--- config.mk ---
export PLATFORM = sky130hd
export DESIGN_NAME = karat_mult_seq
export DESIGN_NICKNAME = d
export VERILOG_FILES = /design/src/rtl/karat_pkg.sv /design/src/rtl/karat_mult_seq_base_mul.sv /design/src/rtl/karat_mult_seq.sv
export SDC_FILE = /design/constraint.sdc
export NUM_CORES = 2
export LEC_CHECK = 0
export CORE_MARGIN = 2
export CORE_UTILIZATION = 40
export CTS_CLUSTER_DIAMETER = 60
export CTS_CLUSTER_SIZE = 12
export DETAILED_ROUTE_END_ITERATION = 12
export PLACE_DENSITY = 0.57
export SETUP_SLACK_MARGIN = 0.02
export SLEW_MARGIN = 10
export SYNTH_ARGS = -nofsm -noshare
export SYNTH_HDL_FRONTEND = slang
export SYNTH_SLANG_ARGS = --single-unit
--- constraint.sdc ---
create_clock -name clk -period 26 [get_ports clk]
set_input_delay 5.2 -clock clk [delete_from_list [all_inputs] [get_ports clk]]
set_output_delay 5.2 -clock clk [all_outputs]
set_load 0.05 [all_outputs]
--- src/rtl/karat_pkg.sv ---
// Shared types and helpers for the sequential Karatsuba multiplier.
// Latency: n/a (types, constant functions, combinational combine).
// Backpressure: n/a.
package karat_pkg;

    typedef enum logic [2:0] {
        S_IDLE = 3'd0,
        S_LO   = 3'd1,
        S_HI   = 3'd2,
        S_MID  = 3'd3,
        S_SUM  = 3'd4,
        S_OUT  = 3'd5
    } karat_state_t;

    // Half of the operand width; used for elaboration-time localparams.
    function automatic int karat_half(input int w);
        return w / 2;
    endfunction

    // Width-parametrised recombination of the three partial products.
    // Inputs are 2h+2 = W+2 bits wide; the result is exact in 2W bits.
    virtual class karat_comb #(parameter int W = 64);
        static function logic [2*W-1:0] combine(input logic [W+1:0] p_hi,
                                                 input logic [W+1:0] pm,
                                                 input logic [W+1:0] p_lo);
            logic [2*W-1:0] hi_w;
            logic [2*W-1:0] pm_w;
            logic [2*W-1:0] lo_w;
            hi_w = {{(W-2){1'b0}}, p_hi};
            pm_w = {{(W-2){1'b0}}, pm};
            lo_w = {{(W-2){1'b0}}, p_lo};
            return (hi_w << W) + (pm_w << (W / 2)) + lo_w;
        endfunction
    endclass

endpackage

--- src/rtl/karat_mult_seq_base_mul.sv ---
// Combinational wB x wB unsigned multiplier shared by all partial products.
// Latency: 0 cycles (purely combinational).
// Backpressure: none; the caller sequences its use.
module karat_base_mul #(
    parameter int wB = 33
) (
    input  logic [wB-1:0]   a,
    input  logic [wB-1:0]   b,
    output logic [2*wB-1:0] p
);

    // Operands are widened to the product width before multiplying.
    always_comb begin
        p = {{wB{1'b0}}, a} * {{wB{1'b0}}, b};
    end

endmodule

--- src/rtl/karat_mult_seq.sv ---
// One-level Karatsuba multiplier, three partial products time-shared on one base multiplier.
// Latency: o_valid rises on the 4th edge after the accept edge; one op per 5 cycles max.
// Backpressure: result held in S_OUT until i_ready; o_ready only in S_IDLE or S_OUT&&i_ready.
// Optional signed (two's complement) operands: define KARAT_MULT_SEQ_SIGNED_EN.
module karat_mult_seq
    import karat_pkg::*;
#(
    parameter int wI   = 64,
    parameter int wO   = 2 * wI,
    parameter int wTAG = 4
) (
    input  logic            clk,
    input  logic            rst,
    input  logic            i_valid,
    output logic            o_ready,
    input  logic [wI-1:0]   iX,
    input  logic [wI-1:0]   iY,
    input  logic [wTAG-1:0] i_tag,
    output logic            o_valid,
    input  logic            i_ready,
    output logic [wO-1:0]   oO,
    output logic [wTAG-1:0] o_tag,
    output logic            o_busy
);

    localparam int H  = karat_half(wI);
    localparam int WB = H + 1;
    localparam int WP = 2 * WB;

    karat_state_t state;
    karat_state_t state_nxt;

    logic [wI-1:0]   x_r;
    logic [wI-1:0]   y_r;
    logic [wTAG-1:0] tag_r;
    logic [WP-1:0]   p_lo;
    logic [WP-1:0]   p_hi;
    logic [WP-1:0]   p_m;
    logic [wO-1:0]   prod_r;
    logic [wTAG-1:0] tag_o;

    logic [WB-1:0]   sx;
    logic [WB-1:0]   sy;
    logic [WB-1:0]   mul_a;
    logic [WB-1:0]   mul_b;
    logic [WP-1:0]   mul_p;
    logic [WP-1:0]   pm;
    logic [wO-1:0]   sum_u;
    logic [wO-1:0]   sum_res;
    logic [wI-1:0]   x_in;
    logic [wI-1:0]   y_in;
    logic            accept;

`ifdef KARAT_MULT_SEQ_SIGNED_EN
    logic            sign_r;
`endif

    assign o_ready = (state == S_IDLE) || ((state == S_OUT) && i_ready);
    assign accept  = i_valid && o_ready;
    assign o_valid = (state == S_OUT);
    assign o_busy  = (state != S_IDLE);
    assign oO      = prod_r;
    assign o_tag   = tag_o;

    // Operand conditioning at accept: magnitudes in signed mode, raw operands otherwise.
    always_comb begin
`ifdef KARAT_MULT_SEQ_SIGNED_EN
        x_in = iX[wI-1] ? (~iX + 1'b1) : iX;
        y_in = iY[wI-1] ? (~iY + 1'b1) : iY;
`else
        x_in = iX;
        y_in = iY;
`endif
    end

    // Half sums keep their carry, then the base multiplier operands are picked by state.
    always_comb begin
        sx    = {1'b0, x_r[H-1:0]} + {1'b0, x_r[wI-1:H]};
        sy    = {1'b0, y_r[H-1:0]} + {1'b0, y_r[wI-1:H]};
        mul_a = '0;
        mul_b = '0;
        case (state)
            S_LO: begin
                mul_a = {1'b0, x_r[H-1:0]};
                mul_b = {1'b0, y_r[H-1:0]};
            end
            S_HI: begin
                mul_a = {1'b0, x_r[wI-1:H]};
                mul_b = {1'b0, y_r[wI-1:H]};
            end
            S_MID: begin
                mul_a = sx;
                mul_b = sy;
            end
            default: begin
                mul_a = '0;
                mul_b = '0;
            end
        endcase
    end

    karat_base_mul #(.wB(WB)) u_base_mul (
        .a (mul_a),
        .b (mul_b),
        .p (mul_p)
    );

    // Middle term and final recombination; the sign is applied to the unsigned result.
    always_comb begin
        pm    = p_m - p_lo - p_hi;
        sum_u = karat_comb#(wI)::combine(p_hi, pm, p_lo);
`ifdef KARAT_MULT_SEQ_SIGNED_EN
        sum_res = sign_r ? (~sum_u + 1'b1) : sum_u;
`else
        sum_res = sum_u;
`endif
    end

    // State register.
    always_ff @(posedge clk or posedge rst) begin
        if (rst) begin
            state <= S_IDLE;
        end else begin
            state <= state_nxt;
        end
    end

    // Next-state logic: fixed four-step walk, then wait in S_OUT for the consumer.
    always_comb begin
        state_nxt = state;
        case (state)
            S_IDLE: if (accept) state_nxt = S_LO;
            S_LO:   state_nxt = S_HI;
            S_HI:   state_nxt = S_MID;
            S_MID:  state_nxt = S_SUM;
            S_SUM:  state_nxt = S_OUT;
            S_OUT: begin
                if (i_ready) begin
                    state_nxt = accept ? S_LO : S_IDLE;
                end
            end
            default: state_nxt = S_IDLE;
        endcase
    end

    // Datapath registers: operand capture, partial products and the held result.
    always_ff @(posedge clk or posedge rst) begin
        if (rst) begin
            x_r    <= '0;
            y_r    <= '0;
            tag_r  <= '0;
            p_lo   <= '0;
            p_hi   <= '0;
            p_m    <= '0;
            prod_r <= '0;
            tag_o  <= '0;
`ifdef KARAT_MULT_SEQ_SIGNED_EN
            sign_r <= 1'b0;
`endif
        end else begin
            if (accept) begin
                x_r   <= x_in;
                y_r   <= y_in;
                tag_r <= i_tag;
`ifdef KARAT_MULT_SEQ_SIGNED_EN
                sign_r <= iX[wI-1] ^ iY[wI-1];
`endif
            end
            case (state)
                S_LO:  p_lo <= mul_p;
                S_HI:  p_hi <= mul_p;
                S_MID: p_m  <= mul_p;
                S_SUM: begin
                    prod_r <= sum_res;
                    tag_o  <= tag_r;
                end
                default: ;
            endcase
        end
    end

endmodule

# Word-level counts from Yosys, hierarchy flattened
# Cells that the tools add are included.
dict set report totals {
  inputBits 136
  word_cells 35
  register_bits 465
}
dict set report classes {
  n_addsub 6
  mul 1
  muxes 6
  eq_ne 7
  reduce_logical 6
}
# operator n
set op_table {}
lappend op_table {{$pmux W33 S3} 2}
lappend op_table {{$sub A66 B66 Y66} 2}
lappend op_table {{$add A128 B66 Y128} 1}
lappend op_table {{$add A128 B98 Y128} 1}
lappend op_table {{$add A32 B32 Y33} 2}
lappend op_table {{$mul A33 B33 Y66} 1}
lappend op_table {{$pmux W3 S6} 1}
lappend op_table {{$eq A3 B2 Y1 const B} 2}
lappend op_table {{$eq A3 B3 Y1 const B} 2}
lappend op_table {{$mux W3} 2}
lappend op_table {{$eq A3 B1 Y1 const B} 1}
lappend op_table {{$logic_not A3 Y1} 1}
lappend op_table {{$reduce_bool A3 Y1} 1}
lappend op_table {{$logic_and A1 B1 Y1} 2}
lappend op_table {{$ne A2 B1 Y1 const B} 1}
lappend op_table {{$ne A2 B2 Y1 const B} 1}
lappend op_table {{$reduce_and A2 Y1} 1}
lappend op_table {{$logic_or A1 B1 Y1} 1}
lappend op_table {{$mux W1} 1}

# Logic depth before layout (Yosys ltp)
dict set report logic_depth {
  ltp_word 7
  ltp_mapped 43
}

# Modules after synthesis
# A second synthesis with hierarchy kept.
dict set report hier_totals {
  cells_unflattened 7611
  hier_area_um2 67472.2
}
# module area_each_um2 n_inst cells_per_inst seq_area_each_um2
set by_module_without_submodules {}
lappend by_module_without_submodules {karat_base_mul 35594.1 1 4041 0.0}
lappend by_module_without_submodules {karat_mult_seq 31878.1 1 3570 11636.2}

# Worst setup path after synthesis
# No wires, ideal clock.
dict set report synth_timing {
  path_type {input-to-output}
  start {input i_ready}
  end {output o_ready}
  arrival_time_ns 5.609
  path_stages 2
  slack_ns 15.191
  required_ns 20.800
  n_path_buf 0
  cell_sequence {nand2_1 > nand2_1}
}
dict set report synth_between {
  elab_chain_cells 2
}
# element line_no
set synth_lines {}
lappend synth_lines {{from (decl)} karat_mult_seq.sv:20} ;# input logic i_ready,
lappend synth_lines {{$logic_and A1 B1 Y1} karat_mult_seq.sv:58} ;# assign o_ready = (state == S_IDLE) || ((state == S_OUT) && i_ready);
lappend synth_lines {{$logic_or A1 B1 Y1} karat_mult_seq.sv:58}
lappend synth_lines {{to (decl)} karat_mult_seq.sv:15} ;# output logic o_ready,
# No other way between the ends.

# Worst setup path after layout
# Ends and elaborated chain as after synthesis.

==> impl_metrics.env <==
export IMPL_placed_area_um2=71100
export IMPL_max_cap_viol_count=0
export IMPL_dieArea_um2=168300
export IMPL_core_area_um2=164400
export IMPL_utilization_pct=44.42
export IMPL_clk_pin_slew_worst_paths_ns=0.06
export IMPL_top_layer_used="met5"
export IMPL_syn_avg_cell_area_um2=8.741
export IMPL_tightestPinTransition_ns=1.280
export IMPL_synth_top_flop_cell="dfrtp_1"
export IMPL_period_needed_ns=11.87
export IMPL_synthCells=7554
export IMPL_timing_fmax_mhz=84.24
export IMPL_cts_tree="done"
export IMPL_synthArstFlopShare_pct=100.0
export IMPL_drv_slew=0
export IMPL_ff2ff_path_depth=39
export IMPL_muxShareOfSynthArea_pct=2.619
export IMPL_crit_required_ns=20.80
export IMPL_wl_met1_um=96750
export IMPL_critical_path_class="input pin to output pin"
export IMPL_fin_nets=9309
export IMPL_antenna_found_initial=9
export IMPL_dpl_hpwl_um=190400
export IMPL_finalHoldViolCount=0
export IMPL_track_usage_pct=28.64
export IMPL_port_buffers=270
export IMPL_routed_via_count=53676
export IMPL_die_height_um=410.3
export IMPL_wl_per_cell_um=24.40
export IMPL_r2r_end="p_m[65]"
export IMPL_fin_hold_ws_ns=0.4606
export IMPL_area_growth_pct=10.63
export IMPL_rows=149
export IMPL_gp_congestion=0.9988
export IMPL_seq_area_frac_synth_pct=17.62
export IMPL_critical_path_max_fanout=2
export IMPL_initial_utilization_pct=40.16
export IMPL_insertion_delay_ns=0.70
export IMPL_finalClockSkew_ns=0.07695
export IMPL_setup_tns_ns=0
export IMPL_die_x_um=410.3
export IMPL_clock_path_buffers=3
export IMPL_worstReg2RegStart="x_r[0]"
export IMPL_cts_buffers=57
export IMPL_ant_nets=0
export IMPL_synth_compound_area_share_pct=11.77
export IMPL_grt_max_degree=108
export IMPL_final_area_um2=73050
export IMPL_grt_pass1_wl_um=359000
export IMPL_wl_met3_um=17800
export IMPL_holdPathStages=2
export IMPL_ys_ff_latch=465
export IMPL_synth_edf_count=0
export IMPL_netlist_area_um2=66030
export IMPL_layout_drive_gt1_share_pct=5.555
export IMPL_drt_first_pass_iters=6
export IMPL_status="finished, final reports clean"
export IMPL_synth_simple_area_share_pct=13.94
export IMPL_grt_ovfl_total=0
export IMPL_drc=0
export IMPL_post_cts_resized=0
export IMPL_worstHoldStart="tag_r[2]"
export IMPL_cts_num_sinks=465
export IMPL_worstSetupEndpointType="output pin"
export IMPL_cts_htree_levels=2
export IMPL_route_met2_wl_um=109400
export IMPL_hp_class="flop to flop"
export IMPL_max_slew_margin_rel_pct=14.67
export IMPL_drt_wl_total_um=240200
export IMPL_holdPathEnd="o_tag[2]"
export IMPL_crit_arrival_ns=6.67
export IMPL_cts_root_buf="clkbuf_16"
export IMPL_yosys_warnings=0
export IMPL_synth_top_family_by_area="adder cells"
export IMPL_rrSetupSlack_ns=14.46
export IMPL_synth_fp_nets=9244
export IMPL_grt_pass1_vias=55684
export IMPL_io_pins=271
export IMPL_post_route_period_util_pct=45.66
export IMPL_ys_types=83
export IMPL_postCtsSetupBuffers=0
export IMPL_drt_vias_per_instance=5.452
export IMPL_synth_fa_ha_area_share_pct=41.13
export IMPL_drt_iter0_markers=4329
export IMPL_synth_xor_area_share_pct=3.462
export IMPL_worstSetupStartpointType="input pin"
export IMPL_setup_viol_count_final=0
export IMPL_cts_hold_buf=0
export IMPL_grt_setup_unrepaired="false"
-- final cells by class --
class                           instances  area [µm²]
Clock inverter                         27       431.7
Inverter                             1273        4786
Antenna cell                            5       12.51
Sequential cell                       465       11640
Multi-Input combinational cell       5436       48360
Fill cell                           16368       91380
Timing Repair Buffer                  386        3573
Clock buffer                           64        1503
Tap cell                             2189        2739
-- routing by layer --
layer | up-vias | GRT usage [%]
met5 | - | 0
met2 | 2218 | 46.17
met1 | 26845 | 36.58
met3 | 557 | 4.920
met4 | 12 | 15.72
li1 | 24044 | -
-- cells in the mapped netlist, drive strengths merged (15+ instances only) --
cell | n | area, µm²
inv | 1272 | 4775
nand2 | 1221 | 4583
fa | 1028 | 20580
nor2 | 567 | 2128
ha | 526 | 6581
o21ai | 467 | 2341
dfrtp | 465 | 11640
clkbuf | 335 | 1257
a21oi | 300 | 1501
xnor2 | 180 | 1577
a21o | 160 | 1201
mux2 | 150 | 1689
nand3 | 93 | 465.5
xor2 | 81 | 709.4
and2 | 66 | 412.9
nand4 | 56 | 350.3
o21bai | 52 | 394.1
buf | 45 | 203.9
and3 | 43 | 269.0
a31oi | 42 | 262.8
nor3 | 37 | 185.2
a22oi | 33 | 252.7
nand2b | 26 | 162.7
nor2b | 25 | 156.4
or3 | 22 | 137.6
o21a | 21 | 157.7
a211oi | 19 | 142.6
a221o | 19 | 190.2
a221oi | 18 | 182.7
o31ai | 15 | 112.6
-- metrics by stage --
| step | cells | worst slack, ns |
|---|---|---|
| 3_3_place_gp | 9749 | 14.08 |
| 5_1_grt | 9840 | 13.76 |
| 4_1_cts | 9840 | 14.12 |
| 2_1_floorplan | 7554 | 7.833 |
| 3_5_place_dp | 9749 | 14.13 |
| 6_report | 9845 | 14.13 |
-- worst max path at each step --
stage,start,end,slack (ns)
3_3_place_gp,i_ready,o_ready,14.08
4_1_cts,i_ready,o_ready,14.12
5_1_grt,x_r[0],p_m[65],13.76
2_1_floorplan,rst,oO[0],7.83
6_report,i_ready,o_ready,14.13
3_5_place_dp,i_ready,o_ready,14.13
-- cell families (layout without fill, tap and decap cells) --
group | count (synthesis) | in the layout
simple gates | 2204 | 2204
buf+inv | 1653 | 1750
fa+ha+maj | 1554 | 1554
compound gates | 1263 | 1263
flops | 465 | 465
xor+xnor | 261 | 261
mux | 154 | 154
other cells | 0 | 5
-- worst max-delay path, stage by stage --
cell	delay [ns]
clkdlybuf4s50_1	0.47
nand2_1	0.06
nand2_1	0.12
clkdlybuf4s50_1	0.82
-- state kept, by name, indices dropped and copies added, names as in the netlist --
signal,count
x_r,64
y_r,64
p_m,66
oO,128
p_lo,66
p_hi,66
state,3
o_tag,4
tag_r,4
-- cells in the final DEF (no fill, tap or decap), drive strengths merged, types with 10 or more instances in the layout --
master         instances
a211oi                19
a21boi                12
a21o                 160
a21oi                300
a221o                 19
a221oi                18
a22o                  14
a22oi                 33
a31oi                 42
and2                  66
and3                  43
buf                  116
clkbuf                64
clkdlybuf4s50        270
dfrtp                465
fa                  1028
ha                   526
inv                 1284
mux2                 150
nand2               1221
nand2b                26
nand3                 93
nand4                 56
nor2                 567
nor2b                 25
nor3                  37
nor4                  14
o211ai                13
o21a                  21
o21ai                467
o21bai                52
o221ai                10
o31ai                 15
or3                   22
xnor2                180
xor2                  81
Power is not shown: default switching activity piles up to over one toggle a cycle in this logic, so the estimate is an artifact.
